==> src/rtl/chebyshev_recurrence.sv <==
// Streams Chebyshev terms T_0..T_N of one fixed-point x via T_n = 2*x*T_(n-1) - T_(n-2).
// Define CHEB_SAT_EN to saturate each term instead of wrapping it to WL bits.
module chebyshev_recurrence #(
  parameter int WL = 16,
  parameter int FL = 14,
  parameter int OW = 4
) (
  input  logic          clock,
  input  logic          reset,
  input  logic          in_valid,
  output logic          in_ready,
  input  logic [WL-1:0] in_x,
  input  logic [OW-1:0] in_order,
  output logic          out_valid,
  input  logic          out_ready,
  output logic [WL-1:0] out_t,
  output logic [OW-1:0] out_idx,
  output logic          out_last
);

  typedef enum logic {IDLE, EMIT} state_t;

  localparam logic signed [WL-1:0] T_ONE = {{(WL-FL-1){1'b0}}, 1'b1, {FL{1'b0}}};

  state_t state, state_nx;

  logic signed [WL-1:0]   x_r;
  logic signed [WL-1:0]   t_cur;
  logic signed [WL-1:0]   t_prev;
  logic        [OW-1:0]   order_r;
  logic        [OW-1:0]   idx_r;

  logic signed [2*WL-1:0] prod;
  logic signed [WL+1:0]   s_w;
  logic signed [WL+1:0]   d;
  logic signed [WL-1:0]   t_red;
  logic signed [WL-1:0]   t_next;
  logic                   accept;
  logic                   handshake;
  logic                   is_last;

  // The >>> (FL-1) is folded into the slice; only WL+2 bits of 2*x*T feed the subtract.
  assign prod = x_r * t_cur;
  assign s_w  = prod[WL+FL:FL-1];
  assign d    = s_w - {{2{t_prev[WL-1]}}, t_prev};

`ifdef CHEB_SAT_EN
  localparam logic signed [WL+1:0] D_MAX = {3'b000, {(WL-1){1'b1}}};
  localparam logic signed [WL+1:0] D_MIN = {3'b111, {(WL-1){1'b0}}};

  logic prod_unused;
  assign prod_unused = ^{prod[FL-2:0], prod[2*WL-1:WL+FL+1]};

  always_comb begin
    t_red = d[WL-1:0];
    if (d > D_MAX)
      t_red = {1'b0, {(WL-1){1'b1}}};
    else if (d < D_MIN)
      t_red = {1'b1, {(WL-1){1'b0}}};
  end
`else
  logic prod_unused;
  assign prod_unused = ^{prod[FL-2:0], prod[2*WL-1:WL+FL+1], d[WL+1:WL]};
  assign t_red       = d[WL-1:0];
`endif

  assign t_next    = (idx_r == '0) ? x_r : t_red;
  assign is_last   = (idx_r == order_r);
  assign accept    = (state == IDLE) && in_valid;
  assign handshake = (state == EMIT) && out_ready;

  always_comb begin
    state_nx  = state;
    in_ready  = 1'b0;
    out_valid = 1'b0;
    out_last  = 1'b0;
    case (state)
      IDLE: begin
        in_ready = 1'b1;
        if (in_valid)
          state_nx = EMIT;
      end
      EMIT: begin
        out_valid = 1'b1;
        out_last  = is_last;
        if (out_ready && is_last)
          state_nx = IDLE;
      end
      default: state_nx = IDLE;
    endcase
  end

  always_ff @(posedge clock) begin
    if (reset) begin
      state   <= IDLE;
      x_r     <= '0;
      t_cur   <= '0;
      t_prev  <= '0;
      order_r <= '0;
      idx_r   <= '0;
    end else begin
      state <= state_nx;
      if (accept) begin
        x_r     <= in_x;
        order_r <= in_order;
        t_cur   <= T_ONE;
        t_prev  <= '0;
        idx_r   <= '0;
      end else if (handshake && !is_last) begin
        t_prev <= t_cur;
        t_cur  <= t_next;
        idx_r  <= idx_r + OW'(1);
      end
    end
  end

  assign out_t   = t_cur;
  assign out_idx = idx_r;

endmodule

==> config.mk <==
export PLATFORM = sky130hd
export DESIGN_NAME = chebyshev_recurrence
export DESIGN_NICKNAME = d
export VERILOG_FILES = /design/src/rtl/chebyshev_recurrence.sv
export SDC_FILE = /design/constraint.sdc
export NUM_CORES = 1
export LEC_CHECK = 0
export CORE_MARGIN = 4
export CORE_UTILIZATION = 68
export CTS_BUF_LIST = sky130_fd_sc_hd__clkbuf_8
export CTS_CLUSTER_DIAMETER = 40
export CTS_CLUSTER_SIZE = 8
export DETAILED_ROUTE_END_ITERATION = 8
export PLACE_DENSITY = 0.93
export SETUP_SLACK_MARGIN = 0.05
export SLEW_MARGIN = 10
export SYNTH_ARGS = -nofsm -noshare
export SYNTH_HDL_FRONTEND = slang
export SYNTH_SLANG_ARGS = --single-unit
==> constraint.sdc <==
create_clock -name clock -period 21.6 [get_ports clock]
set_input_delay 2.16 -clock clock [delete_from_list [all_inputs] [get_ports clock]]
set_output_delay 2.16 -clock clock [all_outputs]
set_load 0.01 [all_outputs]
Word-level counts from Yosys, hierarchy flattened:

Index checks and enable logic that the tools add are counted.

* register bits after elaboration: 57
* input bits: 24
* output and inout port bits: 23
* logic and storage cells: 29

* add/sub/neg operators: 2
* multiply operators: 1
* equality and inequality tests: 1
* multiplexer cells: 9
* bitwise operators: 1
* reductions and logical operators: 8

Operator list (count)
* two-way mux 15 bit: 2
* multiplier 16 x 16 -> 29 bit: 1
* two-way mux 16 bit: 1
* subtractor 16 bit: 1
* two-way mux 1 bit: 5
* adder 4 x 1 -> 4 bit (second input constant): 1
* == test 4 bit: 1
* logical AND 1 bit: 4
* logical NOT 4 bit: 1
* one-hot mux 1 bit (2 select lines): 1
* nonzero test 2 bit: 1
* OR reduction 2 bit: 1
* logical NOT 1 bit: 1
* NOT 1 bit: 1

Longest topological paths before layout:

Gate-level depths: netlist of the first run.

* depth after elaboration: 5
* gate-level depth with buffers: 36
* gate-level depth less buffers: 35

Least setup slack after synthesis of the first run:

No wires, ideal clock.

* path kind: register to register
* from: register t_cur[7] (netlist: out_t[7])
* to: register t_cur[15] (netlist: out_t[15])
* setup time: 0.128 ns
* data arrival time: 7.394 ns
* data required time: 21.472 ns
* path slack: 14.078 ns
* cell stages (with the launch flop): 37
* path buffers: 2
* clock period less this slack: 7.522 ns
* path through: dfxtp_1 -> clkbuf_1 -> clkbuf_1 -> nand2_1 -> fa_1 -> inv_1 -> fa_1 -> inv_1 -> fa_1 -> inv_1 -> fa_1 -> fa_1 -> inv_1 -> fa_1 -> inv_1 -> ha_1 -> a21oi_1 -> o22ai_1 -> nor2_1 -> o21ai_2 -> a21oi_1 -> nor2b_1 -> nor2_1 -> nor2b_1 -> nor2_1 -> xnor2_1 -> ha_1 -> a2111oi_0 -> inv_1 -> o211a_1 -> nor4_2 -> o31ai_1 -> o21ai_1 -> nand2b_1 -> a21oi_1 -> xnor2_1 -> o22ai_1

* cells in the longest elaborated chain, start to end: 3

RTL lines
* start, declared: RTL line 28 `logic signed [WL-1:0] t_cur;`
* start signal, assigned: RTL line 111 `t_cur <= t_next;`
* multiplier 16 x 16 -> 29 bit: RTL line 43 `assign prod = x_r * t_cur;`
* subtractor 16 bit: RTL line 45 `assign d = s_w - {{2{t_prev[WL-1]}}, t_prev};`
* two-way mux 16 bit: RTL line 67 `assign t_next = (idx_r == '0) ? x_r : t_red;`

Every way passes these cells.
A chain may end at the register's enable or synchronous reset.

Final worst setup path of the first run:

Same ends and word-level chain as after synthesis.

==> results.json, run 1 <==
{
  "cts_resized": 0,
  "core.rowCount": 47,
  "fp.coreArea_mm2": 0.0167,
  "cts_tree": "yes",
  "end_kind": "flip-flop",
  "routed-wl-met3_um": 2800,
  "htree_levels": 3,
  "drive_above_1_share_pct": 2.80,
  "dr_wl_met2_um": 14200,
  "max-clock-path-buffers": 2,
  "ys.flop_type": "dfxtp_1",
  "synth_largest_area_cell": "fa_1",
  "fin_crit_sh_pct": 39.9,
  "utilization_pct": 74.9,
  "startpoint_type": "flip-flop",
  "synth_edf_count": 0,
  "synth_cells": 1349,
  "placed_area_mm2": 0.0123,
  "synth.avg_cell_area_um2": 8.68,
  "top_layer_used": "met4",
  "vias_per_cell": 5.87,
  "hp-class": "reg -> reg",
  "syn_nets": 1704,
  "wire_per_inst_um": 18.5,
  "ctsHoldBuffers": 0,
  "die_y_um": 139,
  "drc": 0,
  "critPathMaxStageDelay_ns": 0.91,
  "synthTopCellsByCount": "299 x inv_1, 239 x fa_1, 212 x nand2_1, 123 x and2_1, 92 x ha_1",
  "ys_seq_elements": 57,
  "path_clk_slew_ns": 0.07,
  "port_buffers": 46,
  "path_class": "reg -> reg",
  "gp_congestion": 0.949,
  "powerDensity_mw_per_mm2": 27.0,
  "insertion_delay_ns": 0.35,
  "tns_ns": 0,
  "p_leak_uw": 0.00598,
  "reg2reg_depth": 34,
  "slowest_stage": "dfxtp_1",
  "grt_pass1_wl_um": 48600,
  "r2r_setup_slack_ns": 12.98,
  "grt_pass1_vias": 10300,
  "cp-endpoint": "out_t[15]$_SDFFE_PP0P_",
  "cts.sinks": 57,
  "ant_nets": 0,
  "place_hpwl_um": 22300,
  "fin_area_mm2": 0.0125,
  "synth_most_common_cell": "inv_1",
  "synth_area_leaders": "fa_1 41%, ha_1 9.8%, dfxtp_1 9.7%",
  "fin_ws_ns": 12.98,
  "start_util_pct": 70.1,
  "num_vias": 9260,
  "io_pins": 47,
  "synth_cell_type_count": 49,
  "period_minus_slack_ns": 8.62,
  "postCtsSetupBuffers": 0,
  "drv_cap": 0,
  "antenna_found_initial": 0,
  "synth_top_area_share_pct": 40.9,
  "grt_usage_pct": 31.4,
  "finalHoldViolCount": 0,
  "crit_fanout": 19,
  "nets": 1707,
  "skew_ns": 0.00580,
  "dr.pass1.iters": 6,
  "maxSlewHeadroom_pct": 38.8,
  "root_buffer": "clkbuf_8",
  "yosys_warnings": 0,
  "worstPathRequired_ns": 21.82,
  "rsz0062_at_grt": "false",
  "synthArstFlopShare_pct": 0,
  "dieArea_mm2": 0.0194,
  "grt_max_degree": 39,
  "crit_arrival_ns": 8.84,
  "cts_made_buffers": 9,
  "die_x_um": 139,
  "synth_seq_area_share_pct": 9.75,
  "drt_iter0_markers": 976,
  "r2r-start": "out_t[7]$_SDFFE_PP0P_",
  "wl_met1_um": 9890,
  "vdd_ir_drop_max_uv": 58.3,
  "cp-startpoint": "out_t[7]$_SDFFE_PP0P_",
  "antennaDiodeCount": 0,
  "setup_viol": 0,
  "drt-total-wl_um": 29200,
  "area_delta_synth_final_pct": 6.87,
  "r2r_end": "out_t[15]$_SDFFE_PP0P_",
  "max_freq_mhz": 116,
  "status": "completed",
  "maxSlewViolCount": 0,
  "overflow": 0,
  "netlist_area_mm2": 0.0117,
  "final.fill_count": 1070,
  "tightestPinTransition_ns": 0.916,
  "dp_worst_setup_slack_ns": 13.28
}
-- how the worst min path moves through the flow --
stage,to,startpoint,slack (ns),depth (start not counted)
after floorplan,t_prev[10]$_SDFFE_PP0P_,t_prev[10]$_SDFFE_PP0P_,0.44,2
after global placement,t_prev[14]$_SDFFE_PP0P_,t_prev[14]$_SDFFE_PP0P_,0.44,2
after detailed placement,t_prev[7]$_SDFFE_PP0P_,t_prev[7]$_SDFFE_PP0P_,0.45,2
after CTS,t_prev[8]$_SDFFE_PP0P_,t_prev[8]$_SDFFE_PP0P_,0.46,2
after global routing,t_prev[7]$_SDFFE_PP0P_,t_prev[7]$_SDFFE_PP0P_,0.48,2
final,t_prev[7]$_SDFFE_PP0P_,t_prev[7]$_SDFFE_PP0P_,0.46,2
-- metal layers --
layer  track usage [%]  up-vias
li1                  -     4000
met1              36.7     4481
met2              52.5      572
met3              7.03      207
met4              19.6        0
met5                 0        -
-- cell type report --
| cell class | count | area, um2 | area share (%) |
|---|---|---|---|
| timing repair buffer | 54 | 520 | 4.16 |
| clock buffer | 9 | 124 | 0.990 |
| inverter | 301 | 1130 | 9.03 |
| multi-input combinational | 929 | 9200 | 73.5 |
| tap | 220 | 275 | 2.20 |
| clock inverter | 7 | 119 | 0.950 |
| sequential | 57 | 1140 | 9.12 |
-- critical path: cells and delay by family (launching register included) --
kind / cells / cell delay [ns]
buf+inv: 6 / 0.40
flops: 1 / 0.91
compound gates: 10 / 2.03
xor+xnor: 2 / 0.28
fa+ha+maj: 8 / 3.74
simple gates: 8 / 1.13
-- cell families (layout without fill, tap and decap cells) --
logic type	count (synthesis)	in the layout	share of synthesized area, %
buffers and inverters	363	371	11.7
adder cells (fa/ha/maj)	331	331	50.7
XOR/XNOR	53	53	3.97
AND/OR/NAND/NOR	417	417	16.9
flip-flops	57	57	9.75
AO/OA/AOI/OAI	128	128	7.05
-- layout by cell type, fill, tap and decap left out, drive strengths merged, types with 6 or more instances in the layout --
cell           netlist  routed
o21ai               25      25
a211oi               6       6
dfxtp               57      57
nand2              212     212
ha                  92      92
xnor2               39      39
a21oi               60      60
nor2                39      39
inv                301     301
xor2                14      14
clkbuf              58       9
o211ai               6       6
nand2b              11      11
clkdlybuf4s50        0      46
fa                 239     239
and2               123     123
buf                  4       8
-- through the flow --
step	hold slack (ns)	power [uW]	instances
final	0.455	338	1577
after global routing	0.478	352	1577
after CTS	0.458	335	1577
after detailed placement	0.448	213	1561
after global placement	0.442	209	1561
after floorplan	0.436	184	1349
-- where the power goes --
group	internal [uW]	switching, uW
registers	108	14.8
clock network	76.5	46.5
logic	40.1	51.5
total	225	113
-- flip-flops by register name (all words and copies together), names as in the netlist --
| signal | cells |
|---|---|
| out_t | 16 |
| t_prev | 16 |
| x_r | 16 |
| order_r | 4 |
| out_idx | 4 |
| state | 1 |
No activity file was read; power rests on OpenSTA's default activity.
==> run 2, diff against run 1 <==
- CORE_UTILIZATION: 68 -> 65
- PLACE_DENSITY: 0.93 -> 0.89
- clock period: 21.6 -> 9 ns (I/O delays scaled with it)
==> results.json, run 2 (synthesized netlist as in run 1, its figures left out) <==
{
  "r2r-start": "out_t[7]$_SDFFE_PP0P_",
  "dieArea_mm2": 0.0202,
  "critPathBufInv": 6,
  "powerDensity_mw_per_mm2": 62.2,
  "slowest_stage": "dfxtp_1",
  "cp-startpoint": "out_t[7]$_SDFFE_PP0P_",
  "core.rowCount": 48,
  "root_buffer": "clkbuf_8",
  "crit_fanout": 19,
  "ctsHoldBuffers": 0,
  "drv_cap": 0,
  "dp.cells": 1574,
  "hp-class": "reg -> reg",
  "startpoint_type": "flip-flop",
  "status": "completed",
  "cp-endpoint": "out_t[15]$_SDFFE_PP0P_",
  "start_util_pct": 67.0,
  "grt_max_degree": 39,
  "final_common_cell": "inv_1",
  "area_delta_synth_final_pct": 7.25,
  "end_kind": "flip-flop",
  "die_x_um": 142,
  "fp.coreArea_mm2": 0.0175,
  "die_y_um": 142,
  "power_uw": 780,
  "maxSlewHeadroom_pct": 38.7,
  "cts_resized": 0,
  "setup_viol": 0,
  "skew_ns": 0.00967,
  "postCtsSetupBuffers": 0,
  "max_freq_mhz": 119,
  "cts_made_buffers": 9,
  "htree_levels": 3,
  "num_vias": 8967,
  "ant_nets": 0,
  "worstPathRequired_ns": 9.20,
  "tightestPinTransition_ns": 0.918,
  "path_clk_slew_ns": 0.07,
  "drive_above_1_share_pct": 3.30,
  "final.fill_count": 1243,
  "maxSlewViolCount": 0,
  "antennaDiodeCount": 0,
  "nets": 1715,
  "drc": 0,
  "path_class": "reg -> reg",
  "grt_usage_pct": 29.8,
  "r2r_end": "out_t[15]$_SDFFE_PP0P_",
  "most-common-layout-cells": "300 x inv_1, 239 x fa_1, 212 x nand2_1",
  "grt_pass1_vias": 9916,
  "period_minus_slack_ns": 8.40,
  "rsz0062_at_grt": "false",
  "finalHoldViolCount": 0,
  "drt_iter0_markers": 728,
  "overflow": 0,
  "place_hpwl_um": 22400,
  "r2r_setup_slack_ns": 0.60,
  "cts.sinks": 57,
  "grt_pass1_wl_um": 47800,
  "insertion_delay_ns": 0.33,
  "gp_congestion": 0.941,
  "wire_per_inst_um": 17.7,
  "fin_crit_sh_pct": 93.4,
  "io_pins": 47,
  "dr.pass1.iters": 5,
  "critical_path.top_delay_family": "adder cells",
  "cp_num_cells": 34,
  "max-clock-path-buffers": 2,
  "crit_arrival_ns": 8.61,
  "antenna_found_initial": 0,
  "tns_ns": 0,
  "final_cells": 1590,
  "port_buffers": 46,
  "cts_tree": "yes",
  "vias_per_cell": 5.64,
  "reg2reg_depth": 34,
  "critPathMaxStageDelay_ns": 0.87,
  "drt-total-wl_um": 28100,
  "p_leak_uw": 0.00602,
  "vdd_ir_drop_max_uv": 147
}
[run 2: how the worst min path moves through the flow]
stage                       startpoint                       to  slack (ns)  depth (start not counted)
5_1_grt        t_prev[10]$_SDFFE_PP0P_  t_prev[10]$_SDFFE_PP0P_        0.48                          2
4_1_cts         t_prev[2]$_SDFFE_PP0P_   t_prev[2]$_SDFFE_PP0P_        0.46                          2
3_3_place_gp   t_prev[12]$_SDFFE_PP0P_  t_prev[12]$_SDFFE_PP0P_        0.44                          2
2_1_floorplan  t_prev[10]$_SDFFE_PP0P_  t_prev[10]$_SDFFE_PP0P_        0.44                          2
3_5_place_dp    t_prev[2]$_SDFFE_PP0P_   t_prev[2]$_SDFFE_PP0P_        0.45                          2
6_report       t_prev[10]$_SDFFE_PP0P_  t_prev[10]$_SDFFE_PP0P_        0.46                          2
[run 2: cell type report]
| class | instances | area (um2) | share of cell area (%) |
|---|---|---|---|
| repair buffers | 62 | 581 | 4.62 |
| multi-input cells | 929 | 9200 | 73.3 |
| well taps | 225 | 282 | 2.24 |
| flip-flops and latches | 57 | 1140 | 9.09 |
| clock buffers | 10 | 138 | 1.10 |
| inverters | 301 | 1130 | 9.00 |
| clock inverters | 6 | 82.6 | 0.658 |
[run 2: through the flow]
stage | worst slack, ns | hold WS [ns] | utilization [%] | area [um2]
floorplan | 1.48 | 0.436 | - | 11700
global placement | 0.973 | 0.442 | 70.6 | 12300
detailed placement | 0.770 | 0.447 | 70.6 | 12300
CTS | 0.688 | 0.456 | 71.8 | 12600
global route | 0.174 | 0.477 | 71.8 | 12600
finish | 0.596 | 0.456 | 71.8 | 12600
[run 2: where the power goes]
part           internal (uW)  total (uW)  leakage [uW]  switching (uW)
Combinational           98.4         229       0.00544             131
Clock                    162         262      0.000117             101
Sequential               260         289      0.000463            28.6
Total                    520         780       0.00602             260
[run 2: per-layer routing]
layer | part of all wire [%] | global-route usage [%] | vias to the layer above
met5 | 0 | 0 | -
met4 | 5.5 | 13.9 | 0
met3 | 7.8 | 4.57 | 127
met2 | 50 | 51.9 | 407
met1 | 37 | 36.5 | 4405
li1 | - | - | 4028
[run 2: worst reg2reg max path: cells and delay by family, from the launching register on]
kind | cells | cell delay [ns]
fa+ha+maj | 8 | 3.73
compound gates | 10 | 1.89
simple gates | 8 | 1.09
flops | 1 | 0.87
buf+inv | 6 | 0.38
xor+xnor | 2 | 0.32
